$ cat src/rtl/sw_debounce_sync_pkg.sv
// Shared definitions for the slide-switch conditioner: default debounce
// window, switch count and the per-bit debounce state encoding.
package sw_debounce_sync_pkg;

  // 10 ms hold window at a 50 MHz system clock.
  localparam int DB_CYCLES_DEFAULT = 500000;

  // Four board slide switches feed SW1..SW4 of the adder/subtractor stage.
  localparam int NSW_DEFAULT = 4;

  // IDLE: synchronised level agrees with the debounced output.
  // COUNT: a different level is being timed for acceptance.
  typedef enum logic {
    IDLE  = 1'b0,
    COUNT = 1'b1
  } db_state_t;

  // Counter width for a window of db_cycles. The counter only has to hold
  // values up to db_cycles-1, so $clog2 is enough; clamp so a degenerate
  // window still yields a legal one-bit counter.
  function automatic int cnt_width(input int db_cycles);
    if (db_cycles <= 2) begin
      return 1;
    end
    return $clog2(db_cycles);
  endfunction

endpackage

$ cat src/rtl/sw_db_bit.sv
// Single-switch conditioner: two-flop synchroniser followed by a counter
// debounce. Produces a clean level plus one-cycle rise/fall pulses, and
// flags when a candidate level change is being timed.
module sw_db_bit
  import sw_debounce_sync_pkg::*;
#(
  parameter int DB_CYCLES = DB_CYCLES_DEFAULT
) (
  input  logic clk,
  input  logic rst_n,
  input  logic sw_raw,
  output logic sw_out,
  output logic sw_rise,
  output logic sw_fall,
  output logic busy
);

  localparam int CW = cnt_width(DB_CYCLES);

  // Last count value: the candidate level has been seen on DB_CYCLES
  // consecutive cycles once the counter sits here and the level still differs.
  localparam logic [CW-1:0] CNT_LAST = CW'(DB_CYCLES - 1);
  localparam logic [CW-1:0] CNT_ONE  = CW'(1);

  logic          s1;
  logic          s2;
  db_state_t     state;
  logic [CW-1:0] cnt;

  // Bring the asynchronous pin into the clock domain; only s2 is trusted.
  always_ff @(posedge clk or negedge rst_n) begin
    if (!rst_n) begin
      s1 <= 1'b0;
      s2 <= 1'b0;
    end else begin
      s1 <= sw_raw;
      s2 <= s1;
    end
  end

  // Debounce FSM: any return to the accepted level restarts the window,
  // so a change is only taken after an unbroken run of DB_CYCLES samples.
  always_ff @(posedge clk or negedge rst_n) begin
    if (!rst_n) begin
      state   <= IDLE;
      cnt     <= '0;
      sw_out  <= 1'b0;
      sw_rise <= 1'b0;
      sw_fall <= 1'b0;
    end else begin
      sw_rise <= 1'b0;
      sw_fall <= 1'b0;
      case (state)
        IDLE: begin
          if (s2 != sw_out) begin
            state <= COUNT;
            cnt   <= CNT_ONE;
          end else begin
            cnt <= '0;
          end
        end
        COUNT: begin
          if (s2 == sw_out) begin
            state <= IDLE;
            cnt   <= '0;
          end else if (cnt == CNT_LAST) begin
            state   <= IDLE;
            cnt     <= '0;
            sw_out  <= s2;
            sw_rise <= s2;
            sw_fall <= ~s2;
          end else begin
            cnt <= cnt + 1'b1;
          end
        end
        default: begin
          state <= IDLE;
          cnt   <= '0;
        end
      endcase
    end
  end

  // The state flop itself tells the outside world a change is pending.
  assign busy = (state == COUNT);

endmodule

$ cat src/rtl/sw_debounce_sync.sv
// Input conditioner for the board slide switches. Each switch gets its own
// independent synchroniser and debouncer; the busy flags are combined so
// downstream logic can tell when any switch is still settling.
module sw_debounce_sync
  import sw_debounce_sync_pkg::*;
#(
  parameter int NSW       = NSW_DEFAULT,
  parameter int DB_CYCLES = DB_CYCLES_DEFAULT
) (
  input  logic           clk,
  input  logic           rst_n,
  input  logic [NSW-1:0] sw_raw,
  output logic [NSW-1:0] sw_out,
  output logic [NSW-1:0] sw_rise,
  output logic [NSW-1:0] sw_fall,
  output logic           busy
);

  logic [NSW-1:0] bit_busy;

  // One conditioner per switch; bit 0 drives SW1 through bit 3 driving SW4.
  for (genvar i = 0; i < NSW; i++) begin : g_bit
    sw_db_bit #(
      .DB_CYCLES(DB_CYCLES)
    ) u_bit (
      .clk    (clk),
      .rst_n  (rst_n),
      .sw_raw (sw_raw[i]),
      .sw_out (sw_out[i]),
      .sw_rise(sw_rise[i]),
      .sw_fall(sw_fall[i]),
      .busy   (bit_busy[i])
    );
  end

  // Each per-bit busy is a state flop, so this OR never sees sw_raw directly.
  assign busy = |bit_busy;

endmodule

$ cat config.mk
export PLATFORM = sky130hd
export DESIGN_NAME = sw_debounce_sync
export DESIGN_NICKNAME = d
export VERILOG_FILES = /design/src/rtl/sw_debounce_sync_pkg.sv /design/src/rtl/sw_db_bit.sv /design/src/rtl/sw_debounce_sync.sv
export SDC_FILE = /design/constraint.sdc
export NUM_CORES = 1
export LEC_CHECK = 0
export CORE_MARGIN = 5
export CORE_UTILIZATION = 54
export CTS_BUF_LIST = sky130_fd_sc_hd__clkbuf_8
export DETAILED_ROUTE_END_ITERATION = 7
export PLACE_DENSITY_LB_ADDON = 0.08
export SYNTH_ARGS = -nofsm -noshare
export SYNTH_HDL_FRONTEND = slang
export SYNTH_HIERARCHICAL = 1
export SYNTH_SLANG_ARGS = --single-unit
$ cat constraint.sdc
create_clock -name clk -period 2 [get_ports clk]
set_input_delay 0.4 -clock clk [delete_from_list [all_inputs] [get_ports clk]]
set_output_delay 0.4 -clock clk [all_outputs]
set_load 0.01 [all_outputs]
Word-level counts from Yosys, hierarchy flattened
Cells that the tools add are included.
- memories: 0
- latch bits: 0
- memory bits (writable): 0
- logic and storage cells: 117
- output and inout bits: 13
- input bits: 6
- ROM bits: 0
- bits in registers: 100
- order comparisons: 0
- add/subtract/negate cells: 4
- muxes and demuxes: 56
- equal/unequal tests: 12
- reduce and logical (&&, ||, !) cells: 5
- shift operators: 0
- div/mod/pow operators: 0
- bitwise gates (word level): 12
- $mul: 0
- operators by type and width (cell ; number):
    two-way mux 19 bit ; 8
    one-hot mux 19 bit (2 select lines) ; 4
    adder 19 x 1 -> 19 bit (second input constant) ; 4
    == test 19 bit (second input constant) ; 4
    two-way mux 1 bit ; 40
    inverter 1 bit ; 12
    AND reduction 3 bit ; 4
    one-hot mux 1 bit (2 select lines) ; 4
    == test 1 bit ; 4
    != test 1 bit ; 4
    OR reduction 4 bit ; 1

Depth between registers and ports, before layout
Gate-level depths: netlist (run 1).
- depth in word-level cells: 4
- mapped depth: 7
- mapped depth without buffers: 5

Modules after synthesis
The synthesis (run 1) kept the hierarchy.
- modules (own cells, without submodules) (module ; area an instance (um^2) ; cells an instance ; sequential area each (um^2) ; times used):
    sw_db_bit ; 1206.2 ; 113 ; 625.6 ; 4
    sw_debounce_sync ; 7.5 ; 1 ; 0.0 ; 1

Least setup slack after synthesis (run 1)
OpenSTA, ideal clock, no wires.
- path kind: reg-to-reg
- from: register g_bit[0].u_bit.cnt[14]
- to: register g_bit[0].u_bit.sw_out
- setup time: 0.125 ns
- arrival time: 1.790 ns
- path buffers: 0
- period minus slack after synthesis: 1.915 ns
- setup slack: 0.085 ns
- required time: 1.875 ns
- stages on the path, launching flop included: 5
- path through: dfrtp_1 > or4b_1 > or3_4 > nor3_1 > mux2_2
- cells in the longest elaborated chain, start to end: 2
- ends and longest elaborated chain (item ; line ; source):
    start: declaration ; sw_db_bit.sv:28 ; logic [CW-1:0] cnt;
    start signal: assignment ; sw_db_bit.sv:73 ; cnt <= cnt + 1'b1;
    == test 19 bit ; sw_db_bit.sv:66 ; end else if (cnt == CNT_LAST) begin
    AND reduction 3 bit (no line) ; n/a ;
    end signal: assignment ; sw_db_bit.sv:47 ; sw_out <= 1'b0;
    end signal: assignment ; sw_db_bit.sv:69 ; sw_out <= s2;
    end: declaration ; sw_db_bit.sv:12 ; output logic sw_out,
No other way between the ends.
A chain may end at the register's enable or synchronous reset.

Final worst setup path (run 1)
- from: register g_bit[1].u_bit.cnt[14]
- to: register g_bit[1].u_bit.sw_out
- cells in the longest elaborated chain, start to end: 2
- ends and longest elaborated chain (item ; line):
    start: declaration ; sw_db_bit.sv:28
    start signal: assignment ; sw_db_bit.sv:73
    == test 19 bit ; sw_db_bit.sv:66
    AND reduction 3 bit (no line) ; n/a
    end signal: assignment ; sw_db_bit.sv:47
    end signal: assignment ; sw_db_bit.sv:69
    end: declaration ; sw_db_bit.sv:12
No other way between the ends.

==> flow_metrics.tcl, run 1 <==
set metrics [dict create \
    chipWidth_um 105 \
    grt_usage_pct 17.3 \
    cts_made_buffers 9 \
    slew_violations 0 \
    r2r_setup_slack_ns 0.07 \
    synth_top_family_by_area "simple AND/OR/NAND/NOR gates" \
    clock_latency_ns 0.37 \
    cp-start-kind "register" \
    io_buffers 18 \
    drive_above_1_share_pct 17.8 \
    placed_cell_area_um2 5360 \
    min_period_over_period_pct 96.6 \
    ys.warnings.count 6 \
    root_buffer "clkbuf_8" \
    grt_max_degree 101 \
    postSynthNetCount 463 \
    drt-initial-drc-count 154 \
    via_per_inst 5.60 \
    synth.yosys.seq_area_share_pct 51.8 \
    first_global_vias 3291 \
    synth-simple-area-share_pct 28.0 \
    synthXorXnorAreaFrac_pct 11.6 \
    crit_arrival_ns 2.19 \
    dpl.hpwl_mm 6.41 \
    syn-cell-area_um2 4830 \
    dieArea_um2 10900 \
    peakVddDrop_mv 0.381 \
    powerDensity_nw_per_um2 653 \
    worst_slew_pin_slew_ns 0.516 \
    cts_setup_buffers 0 \
    vias 3460 \
    h-tree-depth 3 \
    first_pass_iters 7 \
    cp-end-kind "register" \
    io_pins 19 \
    grt_use_met2_pct 26.2 \
    required_ns 2.26 \
    max_freq_ghz 0.517 \
    crit_fanout 3 \
    clkSinkCount 100 \
    clkTransAtPathRegs_ns 0.10 \
    wl_per_cell_um 14.9 \
    grt_use_met3_pct 4.99 \
    total_power_mw 3.63 \
    setup_ws_ns 0.0671 \
    p_leak_nw 2.20 \
    nNetsFinal 515 \
    place_inst 602 \
    nFillCells 726 \
    maxCapViolCount 0 \
    gp_congestion 0.860 \
    status "finished, final reports clean" \
    antenna_found_initial 0 \
    crit_type "reg -> reg" \
    hold_viol_final 0 \
    syn2layout_area_growth_pct 15.1 \
    wirelength_mm 9.23 \
    hold_class "in -> async" \
    grt_pass1_wl_mm 15.7 \
    cts_buffer_depth 2 \
    avgSynthCellArea_um2 10.7 \
    cts_tree "done" \
    core_area_um2 8720 \
    met1_usage_pct 24.8 \
    skew_ns 0.00678 \
    hold_ws_ns 0.0700 \
    synthMuxAreaShare_pct 0.932 \
    fin_cells 618 \
    min_period_ns 1.93 \
    chipHeight_um 105 \
    rsz0062_at_grt "false" \
    hold_buffers 0 \
    setup_tns_ns 0 \
    regArea_um2 2500 \
    relSlewSlack_pct 65.6 \
    num_antenna_cells 0 \
    antenna_left 0 \
    reg2reg_depth 4 \
    top_usage_layer "met2" \
    synthAdderAreaFrac_pct 1.04 \
    ys_ff_latch 100 \
    timing.rr.start "g_bit[1].u_bit/cnt[14]" \
    fin_util_pct 63.8 \
    design_area_um2 5560 \
    rr_endpoint "g_bit[1].u_bit/sw_out" \
    drc_errors 0 \
    multiInputGateArea_um2 2250 \
    synth-compound-area-share_pct 4.66 \
    grt-ovfl-total 0 \
    num_rows 34 \
    start_util_pct 55.4 \
    setup_violations 0 \
    synth.distinct_cells 34 \
    pre_cts_ws_ns 0.0742 \
    synthCells 453 \
]
[state kept, by name, summed over array words and instances, names as in the netlist]
signal	count
g_bit.u_bit/s2	4
g_bit.u_bit/s1	4
g_bit.u_bit/busy	4
g_bit.u_bit/cnt	76
g_bit.u_bit/sw_out	4
g_bit.u_bit/sw_fall	4
g_bit.u_bit/sw_rise	4
[final cells by class]
type / count / area share (%)
repair buffers: 53 / 8.05
clock inverters: 7 / 1.30
inverters: 8 / 0.540
flip-flops and latches: 100 / 45.0
multi-input cells: 333 / 40.5
clock buffers: 9 / 2.23
well taps: 108 / 2.43
[worst max path at each step]
stage | slack (ns) | endpoint | startpoint
final | 0.07 | g_bit[1].u_bit/sw_out | g_bit[1].u_bit/cnt[14]
after CTS | 0.003 | busy | g_bit[1].u_bit/busy
after global placement | 0.10 | g_bit[2].u_bit/sw_out | g_bit[2].u_bit/cnt[14]
after global routing | 0.001 | g_bit[1].u_bit/sw_out | g_bit[1].u_bit/cnt[0]
after detailed placement | 0.07 | g_bit[0].u_bit/sw_out | g_bit[0].u_bit/cnt[14]
after floorplan | 0.09 | g_bit[0].u_bit/sw_out | g_bit[0].u_bit/cnt[14]
[Yosys cell counts]
master / instances / area share (%)
xnor2_1: 36 / 6.5
a21oi_2: 4 / 0.72
and4_2: 4 / 0.83
buf_4: 4 / 0.62
and4_1: 12 / 2.2
nand3_1: 16 / 1.7
o22ai_1: 4 / 0.52
mux2_2: 4 / 0.93
or3_4: 4 / 0.93
and2_1: 8 / 1.0
nand3_2: 4 / 0.83
and4b_2: 4 / 0.93
o21ai_0: 8 / 0.83
xor2_1: 28 / 5.1
a21oi_1: 4 / 0.41
ha_1: 4 / 1.0
or4_1: 5 / 0.78
and3_1: 4 / 0.52
inv_1: 8 / 0.62
nor3_1: 12 / 1.2
o31ai_1: 4 / 0.62
dfrtp_1: 100 / 52
or4b_1: 4 / 0.83
nand2_1: 32 / 2.5
nor4_1: 16 / 2.1
buf_2: 4 / 0.41
nand4_1: 24 / 3.1
o21bai_4: 4 / 1.6
nand4b_1: 4 / 0.72
clkbuf_1: 4 / 0.31
nand2b_1: 4 / 0.52
or4_4: 8 / 1.9
nor2_1: 64 / 5.0
nor2b_1: 4 / 0.52
[metal layers]
| metal | vias to the layer above | part of all wire (%) | wire length (um) |
|---|---|---|---|
| met2 | 53 | 46 | 4240 |
| met1 | 1678 | 50 | 4580 |
| met4 | 0 | 1.1 | 99 |
| met3 | 9 | 3.4 | 310 |
| met5 | - | 0 | 0 |
| li1 | 1720 | - | - |
[power by group]
group,total (mW),internal [mW],leakage (nW),switching [mW]
Sequential,2.11,2.06,1.36,0.0491
Combinational,0.216,0.0846,0.738,0.131
Clock,1.30,0.586,0.102,0.719
Total,3.63,2.73,2.20,0.900
[logic make-up (layout without fill, tap and decap cells)]
| logic type | Yosys count | count (layout) |
|---|---|---|
| xor+xnor | 64 | 64 |
| simple gates | 233 | 233 |
| buf+inv | 20 | 77 |
| fa+ha+maj | 4 | 4 |
| mux | 4 | 4 |
| compound gates | 28 | 28 |
| flops | 100 | 100 |
[placed cells by master, fill, tap and decap left out, types with 4 or more instances in the layout]
| master | Yosys | final |
|---|---|---|
| a21oi_1 | 4 | 4 |
| a21oi_2 | 4 | 4 |
| and2_1 | 8 | 8 |
| and3_1 | 4 | 4 |
| and4_1 | 12 | 12 |
| and4_2 | 4 | 4 |
| and4b_2 | 4 | 4 |
| buf_4 | 4 | 35 |
| clkbuf_8 | 0 | 9 |
| clkdlybuf4s50_1 | 0 | 16 |
| dfrtp_1 | 100 | 100 |
| ha_1 | 4 | 4 |
| inv_1 | 8 | 9 |
| mux2_2 | 4 | 4 |
| nand2_1 | 32 | 32 |
| nand2b_1 | 4 | 4 |
| nand3_1 | 16 | 16 |
| nand3_2 | 4 | 4 |
| nand4_1 | 24 | 24 |
| nand4b_1 | 4 | 4 |
| nor2_1 | 64 | 64 |
| nor2b_1 | 4 | 4 |
| nor3_1 | 12 | 9 |
| nor4_1 | 16 | 16 |
| o21ai_0 | 8 | 8 |
| o21bai_4 | 4 | 4 |
| o22ai_1 | 4 | 4 |
| o31ai_1 | 4 | 4 |
| or3_4 | 4 | 4 |
| or4_1 | 5 | 5 |
| or4_4 | 8 | 8 |
| or4b_1 | 4 | 4 |
| xnor2_1 | 36 | 36 |
| xor2_1 | 28 | 28 |
[repair_timing]
item | CTS | global route
resized for setup | 2 | 4
hold endpoints to repair | 0 | 0
endpoints found under the setup margin | 1 | 4
[critical path: stages (launching register included)]
cell     delay, ns
dfrtp_1       0.38
or4b_1        0.52
or3_4         0.37
nor3_1        0.20
mux2_2        0.36
Note: power is estimated with default switching activity, not from simulation.
==> run 2, diff against run 1 <==
Settings changed: GPL_TIMING_DRIVEN set to 1.
==> results of run 2 <==
No change in the layout: final DEF, timing and power equal those of run 1.
==> run 3, diff against run 2 <==
Settings changed: RECOVER_POWER set to 100.
==> run 3 against run 2 <==
Final cell count stayed put. Via count is 0.17% higher. Critical path depth stayed put. Routed wire length is 0.35% lower.
==> flow_metrics.tcl, run 3 (synthesis results as in run 1) <==
set metrics [dict create \
    status "finished, final reports clean" \
    setup_tns_ns 0 \
    cts_setup_buffers 0 \
    rsz0062_at_grt "false" \
    chipHeight_um 105 \
    slew_violations 0 \
    required_ns 2.26 \
    antenna_found_initial 0 \
    clock_latency_ns 0.37 \
    largest_reg_flops 76 \
    p_leak_nw 2.23 \
    root_buffer "clkbuf_8" \
    fin_cells 618 \
    design_area_um2 5520 \
    powerDensity_nw_per_um2 655 \
    io_buffers 18 \
    drive_above_1_share_pct 16.9 \
    min_period_ns 1.93 \
    vias 3466 \
    crit_arrival_ns 2.19 \
    min_period_over_period_pct 96.5 \
    cts_tree "done" \
    chipWidth_um 105 \
    grt_pass1_wl_mm 15.7 \
    setup_ws_ns 0.0708 \
    top_register "g_bit.u_bit/cnt" \
    internal_power_mw 2.72 \
    num_antenna_cells 0 \
    antenna_left 0 \
    dieArea_um2 10900 \
    drt-initial-drc-count 157 \
    relSlewSlack_pct 12.5 \
    h-tree-depth 3 \
    start_util_pct 55.4 \
    cp-end-kind "register" \
    maxCapViolCount 0 \
    power.share.clock_pct 36.0 \
    total_power_mw 3.62 \
    core_area_um2 8720 \
    nFillCells 728 \
    path_cells "or4b_1 > or3_4 > nor3_1 > mux2_2" \
    gp_congestion 0.860 \
    grt_max_degree 101 \
    layout_commonest_cell "dfrtp_1" \
    io_pins 19 \
    syn2layout_area_growth_pct 14.3 \
    final_cell_mix "dfrtp_1, nor2_1, xnor2_1" \
    crit_type "reg -> reg" \
    skew_ns 0.00747 \
    wl_per_cell_um 14.9 \
    cp_slowest_stage_delay_ns 0.52 \
    via_per_inst 5.61 \
    worst_slew_pin_slew_ns 1.31 \
    path_delay_family "simple AND/OR/NAND/NOR gates" \
    max_freq_ghz 0.518 \
    clkSinkCount 100 \
    crit_fanout 3 \
    first_global_vias 3291 \
    p_comb_share_pct 5.6 \
    crit_slowest_cell "or4b_1" \
    switching_share_pct 24.8 \
    grt_usage_pct 17.3 \
    peakVddDrop_mv 0.379 \
    hold_viol_final 0 \
    nNetsFinal 515 \
    hold_class "reg -> reg" \
    power.switching_mw 0.895 \
    drc_errors 0 \
    placed_cell_area_um2 5360 \
    cp-start-kind "register" \
    cts_buffer_depth 2 \
    place_inst 602 \
    hold_buffers 0 \
    grt-ovfl-total 0 \
    clkTransAtPathRegs_ns 0.10 \
    critPathBufInv 0 \
    pre_cts_ws_ns 0.0742 \
    setup_violations 0 \
    pwr-share-seq_pct 58.4 \
    num_rows 34 \
    cts_made_buffers 9 \
    first_pass_iters 7 \
    dpl.hpwl_mm 6.41 \
    wirelength_mm 9.19 \
]
## run 3: cell types whose count changed in the layout (fill, tap and decap cells not counted)
cell and change:
a21oi_1 +1, a21oi_2 -1, buf_12 -1, buf_4 -6
clkbuf_1 +2, clkbuf_2 +3, clkbuf_4 +2, clkdlybuf4s50_1 -16
dlygate4sd3_1 +16, or4_1 +2, or4_4 -2
## run 3: power groups by stage
stage          logic, mW  clock network, mW  registers, mW
2_1_floorplan      0.118                  0           2.13
3_3_place_gp       0.220                  0           2.15
3_5_place_dp       0.222                  0           2.15
4_1_cts            0.222               1.36           2.11
5_1_grt            0.234               1.45           2.12
6_report           0.203               1.30           2.11
## run 3: routing by layer
| metal | wire length [um] | part of all wire, % | global-route usage, % |
|---|---|---|---|
| met4 | 99 | 1.1 | 4.02 |
| met3 | 334 | 3.6 | 4.99 |
| met1 | 4520 | 49 | 24.8 |
| met2 | 4240 | 46 | 26.2 |
| met5 | 0 | 0 | 0 |
## run 3: final timing paths
check	startpoint	end	slack (ns)	depth (start not counted)
setup / recovery	g_bit[1].u_bit/cnt[14]	g_bit[1].u_bit/sw_out	0.07	4
hold / removal	g_bit[2].u_bit/s1	g_bit[2].u_bit/s2	0.36	0
setup reg to reg	g_bit[1].u_bit/cnt[14]	g_bit[1].u_bit/sw_out	0.07	4
hold reg to reg	g_bit[2].u_bit/s1	g_bit[2].u_bit/s2	0.36	0
max in group asynchronous	rst_n	g_bit[2].u_bit/sw_fall	0.74	2
min in group asynchronous	rst_n	g_bit[1].u_bit/cnt[10]	0.45	2
## run 3: metrics by stage
step                      utilization (%)  hold WS, ns
after floorplan                         -        0.104
after global placement               61.4        0.333
after detailed placement             61.4        0.337
after CTS                            63.7       0.0931
after global routing                 63.3        0.375
final                                63.3        0.360
## run 3: layout make-up
cell class / count / area [um2] / share of cell area (%)
clock buffers: 9 / 124 / 2.24
clock inverters: 7 / 72.6 / 1.31
inverters: 8 / 30.0 / 0.544
multi-input cells: 333 / 2240 / 40.5
flip-flops and latches: 100 / 2500 / 45.3
well taps: 108 / 135 / 2.45
repair buffers: 53 / 420 / 7.61
## run 3: timing repair
item / in CTS / in global routing
cloned: 0 / 0
endpoints found under the setup margin: 1 / 4
resized for setup: 2 / 4
